[src/rtl/commit_queue_pkg.sv]
// rtl/commit_queue_pkg.sv - shared types, sizes and helpers for the commit queue
// Contents: core configuration record, exception/scoreboard entry types,
// queue slot type and the ack prefix-length helper.
package commit_queue_pkg;

  // Core configuration record; only the port counts matter to the queue.
  typedef struct packed {
    int unsigned NrCommitPorts;
    int unsigned NrWbPorts;
  } cva6_cfg_t;

  localparam cva6_cfg_t cva6_cfg_empty = '{NrCommitPorts: 2, NrWbPorts: 2};

  localparam int unsigned XLEN          = 32;
  // Queue depth the trans_id width is derived from; the top NR_ENTRIES must match.
  localparam int unsigned CQ_NR_ENTRIES = 8;
  localparam int unsigned TRANS_ID_BITS = $clog2(CQ_NR_ENTRIES);

  typedef logic [TRANS_ID_BITS-1:0] cq_ptr_t;

  typedef struct packed {
    logic            valid;
    logic [XLEN-1:0] cause;
    logic [XLEN-1:0] tval;
  } exception_t;

  typedef struct packed {
    logic [XLEN-1:0] pc;
    cq_ptr_t         trans_id;
    logic [3:0]      fu;
    logic [7:0]      op;
    logic [4:0]      rs1;
    logic [4:0]      rs2;
    logic [4:0]      rd;
    logic [XLEN-1:0] result;
    logic            valid;
    exception_t      ex;
  } scoreboard_entry_t;

  typedef struct packed {
    logic              occupied;
    logic              done;
    scoreboard_entry_t sbe;
  } cq_slot_t;

  // Number of leading ones in ack[n-1:0]; a gap ends the count.
  function automatic int prefix_len(input logic [31:0] ack, input int n);
    int   len;
    logic run;
    len = 0;
    run = 1'b1;
    for (int i = 0; i < 32; i++) begin
      if (i < n) begin
        if (run && ack[i]) len = len + 1;
        else run = 1'b0;
      end
    end
    return len;
  endfunction

endpackage

[src/rtl/commit_queue_ptr.sv]
// rtl/commit_queue_ptr.sv - wrapping queue pointer with variable increment and sync clear
// Ports:
//   clk   in   clock
//   rst   in   synchronous active-high reset
//   clear in   synchronous clear (flush)
//   inc   in   increment amount this cycle
//   ptr   out  current pointer value, wraps modulo 2**PTR_W
module commit_queue_ptr #(
  parameter int unsigned PTR_W = 3,
  parameter int unsigned INC_W = 2
) (
  input  logic             clk,
  input  logic             rst,
  input  logic             clear,
  input  logic [INC_W-1:0] inc,
  output logic [PTR_W-1:0] ptr
);

  always_ff @(posedge clk) begin
    if (rst || clear) ptr <= '0;
    else              ptr <= ptr + PTR_W'(inc);
  end

endmodule

[src/rtl/commit_queue.sv]
// rtl/commit_queue.sv - in-order commit buffer feeding the commit stage
// Option macro: COMMIT_QUEUE_WB_BYPASS_EN forwards same-cycle writebacks to commit_instr_o.
// Ports:
//   clk_i, rst_i         clock, synchronous active-high reset
//   flush_i              discard all entries
//   issue_valid_i/_instr_i/_ready_o/_trans_id_o  allocation in program order
//   wb_valid_i/_trans_id_i/_result_i/_ex_i       per-port writeback
//   commit_instr_o       oldest entries, [0] oldest
//   commit_ack_i         prefix-contiguous retire strobes
//   empty_o              no occupied entries
module commit_queue
  import commit_queue_pkg::*;
#(
  parameter cva6_cfg_t   CVA6Cfg    = cva6_cfg_empty,
  parameter int unsigned NR_ENTRIES = CQ_NR_ENTRIES
) (
  input  logic                                             clk_i,
  input  logic                                             rst_i,
  input  logic                                             flush_i,
  input  logic                                             issue_valid_i,
  input  scoreboard_entry_t                                issue_instr_i,
  output logic                                             issue_ready_o,
  output logic [TRANS_ID_BITS-1:0]                         issue_trans_id_o,
  input  logic [CVA6Cfg.NrWbPorts-1:0]                     wb_valid_i,
  input  logic [CVA6Cfg.NrWbPorts-1:0][TRANS_ID_BITS-1:0]  wb_trans_id_i,
  input  logic [CVA6Cfg.NrWbPorts-1:0][XLEN-1:0]           wb_result_i,
  input  exception_t [CVA6Cfg.NrWbPorts-1:0]               wb_ex_i,
  output scoreboard_entry_t [CVA6Cfg.NrCommitPorts-1:0]    commit_instr_o,
  input  logic [CVA6Cfg.NrCommitPorts-1:0]                 commit_ack_i,
  output logic                                             empty_o
);

  localparam int NCP   = int'(CVA6Cfg.NrCommitPorts);
  localparam int NWB   = int'(CVA6Cfg.NrWbPorts);
  localparam int NE    = int'(NR_ENTRIES);
  localparam int CNT_W = $clog2(NR_ENTRIES + 1);
  localparam int INC_W = $clog2(CVA6Cfg.NrCommitPorts + 1);

  cq_slot_t          slots [NE];
  logic [CNT_W-1:0]  count;
  cq_ptr_t           head;
  cq_ptr_t           tail;

  logic              alloc;
  logic [INC_W-1:0]  npop;
  cq_ptr_t           idx;
  scoreboard_entry_t entry;
  logic              ack_gap;
  logic              ack_invalid;
  logic              wb_conflict;
  logic              unused_bits;

  commit_queue_ptr #(.PTR_W(TRANS_ID_BITS), .INC_W(INC_W)) u_head (
    .clk   (clk_i),
    .rst   (rst_i),
    .clear (flush_i),
    .inc   (npop),
    .ptr   (head)
  );

  commit_queue_ptr #(.PTR_W(TRANS_ID_BITS), .INC_W(INC_W)) u_tail (
    .clk   (clk_i),
    .rst   (rst_i),
    .clear (flush_i),
    .inc   (INC_W'(alloc)),
    .ptr   (tail)
  );

  always_comb begin
    // Readiness comes from the registered count only, so a retire never
    // frees a slot for an allocation in the same cycle.
    issue_ready_o    = (count != CNT_W'(NR_ENTRIES));
    issue_trans_id_o = tail;
    empty_o          = (count == '0);
    alloc            = issue_valid_i && issue_ready_o;
    npop             = INC_W'(prefix_len(32'(commit_ack_i), NCP));
    idx              = '0;
    entry            = '0;
    commit_instr_o   = '0;
    ack_gap          = 1'b0;
    ack_invalid      = 1'b0;
    wb_conflict      = 1'b0;
    // Incoming valid/trans_id and the stored valid bit are never consumed:
    // validity is rebuilt from occupied/done and trans_id from the slot index.
    unused_bits      = ^{issue_instr_i.valid, issue_instr_i.trans_id};
    for (int j = 0; j < NE; j++) unused_bits = unused_bits ^ slots[j].sbe.valid;

    for (int i = 0; i < NCP; i++) begin
      idx         = head + cq_ptr_t'(i);
      entry       = slots[idx].sbe;
      entry.valid = (CNT_W'(i) < count) && slots[idx].occupied && slots[idx].done;
`ifdef COMMIT_QUEUE_WB_BYPASS_EN
      // Higher port index is applied last and so wins on a collision.
      for (int k = 0; k < NWB; k++) begin
        if (wb_valid_i[k] && (wb_trans_id_i[k] == idx) && slots[idx].occupied &&
            (CNT_W'(i) < count)) begin
          entry.valid  = 1'b1;
          entry.result = wb_result_i[k];
          entry.ex     = wb_ex_i[k];
        end
      end
`endif
      commit_instr_o[i] = entry;
    end

    for (int i = 0; i < NCP; i++) begin
      if (commit_ack_i[i] && !commit_instr_o[i].valid) ack_invalid = 1'b1;
      if (i > 0 && commit_ack_i[i] && !commit_ack_i[i-1]) ack_gap = 1'b1;
    end

    for (int k = 0; k < NWB; k++) begin
      for (int m = k + 1; m < NWB; m++) begin
        if (wb_valid_i[k] && wb_valid_i[m] && (wb_trans_id_i[k] == wb_trans_id_i[m]))
          wb_conflict = 1'b1;
      end
    end
  end

  always_ff @(posedge clk_i) begin
    if (rst_i || flush_i) begin
      count <= '0;
      for (int j = 0; j < NE; j++) begin
        slots[j].occupied <= 1'b0;
        slots[j].done     <= 1'b0;
      end
    end else begin
      count <= count + CNT_W'(alloc) - CNT_W'(npop);
      // The tail slot is free whenever alloc fires, so it never collides
      // with a retiring slot.
      if (alloc) begin
        slots[tail].occupied     <= 1'b1;
        slots[tail].done         <= 1'b0;
        slots[tail].sbe          <= issue_instr_i;
        slots[tail].sbe.trans_id <= tail;
      end
      for (int k = 0; k < NWB; k++) begin
        if (wb_valid_i[k] && slots[wb_trans_id_i[k]].occupied) begin
          slots[wb_trans_id_i[k]].done       <= 1'b1;
          slots[wb_trans_id_i[k]].sbe.result <= wb_result_i[k];
          slots[wb_trans_id_i[k]].sbe.ex     <= wb_ex_i[k];
        end
      end
      // Retire last so that clearing beats a late writeback to the same slot.
      for (int i = 0; i < NCP; i++) begin
        if (i < int'(npop)) begin
          slots[head + cq_ptr_t'(i)].occupied <= 1'b0;
          slots[head + cq_ptr_t'(i)].done     <= 1'b0;
        end
      end
    end
  end

  a_ack_prefix : assert property (@(posedge clk_i) disable iff (rst_i) !ack_gap);
  a_ack_valid  : assert property (@(posedge clk_i) disable iff (rst_i) !ack_invalid);
  a_wb_unique  : assert property (@(posedge clk_i) disable iff (rst_i) !wb_conflict);

endmodule

[config.mk]
export PLATFORM = sky130hd
export DESIGN_NAME = commit_queue
export DESIGN_NICKNAME = d
export VERILOG_FILES = /design/src/rtl/commit_queue_pkg.sv /design/src/rtl/commit_queue_ptr.sv /design/src/rtl/commit_queue.sv
export SDC_FILE = /design/constraint.sdc
export NUM_CORES = 2
export LEC_CHECK = 0
export CORE_ASPECT_RATIO = 0.6
export CORE_MARGIN = 2
export CORE_UTILIZATION = 54
export CTS_BUF_LIST = sky130_fd_sc_hd__clkbuf_16
export DETAILED_ROUTE_END_ITERATION = 7
export PLACE_DENSITY_LB_ADDON = 0.08
export SETUP_SLACK_MARGIN = 0.3
export SLEW_MARGIN = 20
export SYNTH_ARGS = -nofsm -noshare
export SYNTH_HDL_FRONTEND = slang
export SYNTH_SLANG_ARGS = --single-unit
[constraint.sdc]
create_clock -name clk_i -period 7.1 [get_ports clk_i]
set_input_delay 0.71 -clock clk_i [delete_from_list [all_inputs] [get_ports clk_i]]
set_output_delay 0.71 -clock clk_i [all_outputs]
set_load 0.01 [all_outputs]
Yosys cells after proc, flatten, opt, wreduce, memory -nomap -nowiden --
Memories as Yosys holds them, arrays and structs flattened. A register that Yosys moved wholly into a read port is not among the register bits. Cells that the tools add are included.
Cells by class: $add $sub $neg 6, order comparisons 4, eq/ne operators 1, mux-type cells 37, bitwise gates (word level) 1, reduce and logical (&&, ||, !) cells 15
Operators with widths (count):
- $mux 162 | 5
- $reduce_or 162->1 | 5
- $mux 3 | 8
- $mux 1 | 19
- $logic_and 1x1->1 | 8
- $lt 1x4->1 const A | 2
- $mux 4 | 2
- $mux 2 | 3
- $add 4x1->4 | 1
- $logic_not 4->1 | 1
- $lt 1x2->1 const A | 2
- $ne 4x4->1 const B | 1
- $sub 4x2->4 | 1
- $add 3x1->3 | 1
- $add 3x1->3 const B | 1
- $add 3x2->3 | 1
- $add 1x1->2 const B | 1
- $logic_or 1x1->1 | 1
- $or 1x1->1 | 1
Storage, ports and cells: register bits after elaboration 10, memory bits (writable) 1296, input bits 368, output and inout port bits 325, word-level logic and storage cells 68, memories kept 1
Memories:
- slots | depth 8, width 162, rd ports 4, clocked after Yosys merged registers in 1, wr ports 8, line commit_queue.sv:39 | cq_slot_t slots [NE];

Logic depth before layout (Yosys ltp) --
depth in word-level cells 9, mapped depth 13, depth with buffers taken out 12

Hierarchy --
Synthesis repeated with hierarchy kept, for this count alone.
Unflattened totals: cell total of the unflattened synthesis 6215, area, all modules 74616.6 um2
Modules (own cells, without submodules):
- commit_queue | times used 1, cells an instance 6197, area each 74363.8 um2
- commit_queue_ptr | times used 2, cells an instance 9, area each 126.4 um2

Worst setup path before layout --
Ideal clock, no wire load.
kind in2reg, from input port rst_i, to memory slots[2][0] (netlist bit), enable pin, setup time 0.578 ns, arrival 6.473 ns, data required time 6.522 ns, slack 0.049 ns, cell stages on the path 6, path through buf_2 or4b_1 buf_2 buf_2 clkbuf_1 o211ai_1
RTL lines:
- from (decl) | line commit_queue.sv:18 | input logic rst_i,
- to (decl) | line commit_queue.sv:39

==> summary.md <==
| Metric | Value |
|---|---|
| Largest vdd supply drop | `221 µV` |
| Starting density of the core | `0.544` |
| Max Fanout on Critical Path | `55` |
| Sink Count | `1298` |
| Signal arrival time at the worst endpoint | `5390 ps` |
| Result of the run | `finished, final reports clean` |
| Crit Reg-Reg Endpoint | `slots[7][84]$_DFFE_PP_` |
| Max clock buf depth | `3` |
| Fraction of layout cells with a size suffix above 1 | `0.252` |
| Source-to-sink clock delay at the later pin of the worst-skew pair | `800 ps` |
| Post-synth cell types | `72` |
| Mapped cell area | `79900 µm²` |
| Number of warnings reported in the yosys synthesis log | `0` |
| Number of antenna violations at the first check in global routing | `96` |
| Cells traversed along the worst timing path | `buf_4 -> buf_4 -> mux2_2 -> a221oi_1 -> o21ai_0 -> clkdlybuf4s50_1` |
| Top-area cell type share of the netlist area | `0.478` |
| Total negative setup slack | `0 ps` |
| Total die area | `151000 µm²` |
| Mean post-synth cell area | `13.1 µm²` |
| Number of max-capacitance violations reported | `0` |
| Power per Cell Area | `189 nW/µm²` |
| Startpoint of the most critical setup path | `u_head.ptr[1]$_SDFF_PP0_` |
| Gr usage total | `0.449` |
| Vias in the first global route | `65600` |
| Number of buffers created by CTS | `135` |
| Slew headroom | `0.109` |
| Maximum clock rate | `0.164 GHz` |
| Number of DRC violations after detailed routing | `0` |
| Number of standard-cell rows in the floorplan | `109` |
| Postcts setup bufs | `0` |
| Largest incremental delay on the critical path | `920 ps` |
| Final GP Congestion | `0.896` |
| Final number of hold-violating endpoints | `0` |
| Post-CTS clock slew at the launch and capture registers of the worst setup and hold paths | `60 ps` |
| Type of the worst setup path | `reg -> out` |
| Net count after synthesis | `6504` |
| Commonest cells post-synth | `edfxtp_1, mux2_2, o21ai_0` |
| Number of flops mapped to enable cells by yosys | `1272` |
| Setup crit start kind | `flop` |
| WL/cell | `41.3 µm` |
| Reg2Reg Setup Slack | `2670 ps` |
| Synthesized instance count | `6123` |
| Area of the core | `147000 µm²` |
| Fraction of the yosys area taken by sequential cells | `0.485` |
| Slew of the pin with the lowest slew margin | `1340 ps` |
| DP Worst Slack | `2140 ps` |
| Vertical extent of the die | `302 µm` |
| Kind of path behind the tightest hold check | `reg -> reg` |
| Area of all placed cells without fillers | `92100 µm²` |
| CTS tree | `yes` |
| Dominant cell type by area after synthesis | `edfxtp_1` |
| Number of design-rule violations left by the first detailed-router iteration | `13400` |
| Smallest setup slack after layout | `999 ps` |
| Async SR Flop Fraction | `0` |
| Clock Tree Root | `clkbuf_16` |
| Number of levels in the clock H-tree | `4` |
| Pin count of the biggest net entering global routing | `143` |
| Ratio of final minimum period to clock period | `0.859` |
| Most frequent cell after synthesis | `edfxtp_1` |
| Post-synthesis register bit count | `1298` |
| Post-CTS resize count | `0` |
| Vias after detailed routing | `67300` |
| Final number of max-transition violations | `0` |
| Min Hold Slack | `525 ps` |
| Prevailing post-synth register cell | `edfxtp_1` |
| Final Critical Period | `6100 ps` |
| Overflow left after global routing | `0` |
| Category of the worst setup path capture point | `output port` |
| Buffers added on ports | `691` |
| Reg-to-reg critical path startpoint | `count[2]$_SDFF_PP0_` |
| End point of the critical path | `commit_instr_o[90]` |
| Setup Viol. Count Final | `0` |
| Final #Nets | `6695` |
| Number of detailed-routing iterations run before antenna repair | `6` |
| Area growth syn-to-layout | `15.2%` |
| Unrepaired setup endpoints after global routing | `no` |
| Horizontal extent of the die | `501 µm` |
| Pleak | `31.6 nW` |
| Slowest library cell on the worst path | `dfxtp_4` |
| Post-Route Skew | `23.9 ps` |
| Detailed-placement wirelength estimate | `181 mm` |
| Cell seen most often among critical-path stages | `buf_4` |
| Worst reg-to-reg path cell count | `9` |
| Global-route wire length before repair | `487 mm` |
| Biggest area contributors in the synthesized netlist | `edfxtp_1, mux2_2, mux4_2, o2bb2ai_1, o21ai_0` |
| Standard cell area after detailed placement | `87700 µm²` |
| Avg Vias per Cell | `7.98` |
| Detailed Route WL | `349 mm` |
| Antenna Nets Post-Route | `0` |
| Number of I/O pins | `693` |
| Data required time of the critical path | `6390 ps` |
| Number of buffers added to fix hold violations after cts | `0` |
-- final cells by class --
cell class	count	area, µm²
diodes	77	193
inverters	21	114
multi-input cells	4022	38100
flip-flops and latches	1298	38700
fillers	11200	54900
well taps	1942	2430
repair buffers	836	8350
clock buffers	138	3450
clock inverters	105	736
-- metal layers --
metal / up-vias / GRT usage / wire (µm)
li1: 25600 / - / -
met1: 33300 / 0.597 / 124000
met2: 6997 / 0.635 / 148000
met3: 1394 / 0.164 / 55300
met4: 54 / 0.260 / 21200
met5: - / 0.00429 / 397
-- cells by family after synthesis --
family,synth area share
multiplexers,0.242
buffers and inverters,0.0431
AND/OR/NAND/NOR,0.0337
XOR/XNOR,0.000658
adder cells (fa/ha/maj),0.00222
flip-flops,0.485
AO/OA/AOI/OAI,0.193
-- where the power goes --
part	switching, mW	internal [mW]
logic	1.06	0.821
clock network	3.33	3.77
registers	0.0438	8.40
total	4.43	13.0
-- how the worst min path moves through the flow --
stage,startpoint,end,slack [ps],cells past startpoint
5_1_grt,slots[2][161]$_SDFFE_PP0P_,slots[2][161]$_SDFFE_PP0P_,560,2
3_5_place_dp,slots[1][161]$_SDFFE_PP0P_,slots[1][161]$_SDFFE_PP0P_,510,2
4_1_cts,slots[1][161]$_SDFFE_PP0P_,slots[1][161]$_SDFFE_PP0P_,510,2
3_3_place_gp,slots[1][161]$_SDFFE_PP0P_,slots[1][161]$_SDFFE_PP0P_,500,2
6_report,slots[3][161]$_SDFFE_PP0P_,slots[3][161]$_SDFFE_PP0P_,530,2
2_1_floorplan,slots[1][161]$_SDFFE_PP0P_,slots[1][161]$_SDFFE_PP0P_,460,2
-- cell usage in the layout, fill, tap and decap left out, types with 6 or more instances in the layout --
master / synthesis / layout
a21o_1: 176 / 176
a21oi_1: 118 / 118
a221o_1: 31 / 31
a221oi_1: 117 / 117
a222oi_1: 26 / 26
a22oi_1: 154 / 154
a31oi_1: 14 / 14
and2_1: 10 / 8
and3_1: 179 / 177
buf_12: 0 / 26
buf_4: 34 / 117
bufinv_16: 0 / 6
clkbuf_16: 0 / 138
clkdlybuf4s50_1: 0 / 691
clkinv_1: 2 / 36
clkinv_2: 0 / 22
dfxtp_1: 26 / 23
diode_2: 0 / 77
edfxtp_1: 1272 / 1272
ha_1: 11 / 10
inv_1: 18 / 44
mux2_1: 53 / 53
mux2_2: 864 / 864
mux2i_1: 76 / 76
mux4_2: 368 / 368
nand2_1: 119 / 116
nand3_1: 53 / 45
nand3_4: 0 / 8
nand4_1: 10 / 10
nor2_1: 81 / 76
nor2_4: 3 / 9
nor2b_1: 11 / 8
o211ai_1: 15 / 15
o21ai_0: 666 / 666
o22a_1: 175 / 175
o2bb2ai_1: 619 / 619
-- critical path, delay by kind of cell (launching register included) --
family	cells	cell delay, ps
mux	1	290
buf+inv	3	2390
compound gates	2	880
flops	1	920
-- sequential cells by signal (all words and copies together), names as in the netlist --
| signal | count |
|---|---|
| count | 4 |
| slots | 1288 |
| u_head.ptr | 3 |
| u_tail.ptr | 3 |
-- stage by stage --
step	total power [mW]	util	instances
floorplan	9.45	-	6123
global placement	10.4	0.596	8118
detailed placement	10.4	0.596	8118
CTS	17.4	0.625	8361
global route	17.7	0.626	8417
finish	17.4	0.626	8439
No activity file was read; power rests on OpenSTA's default activity.
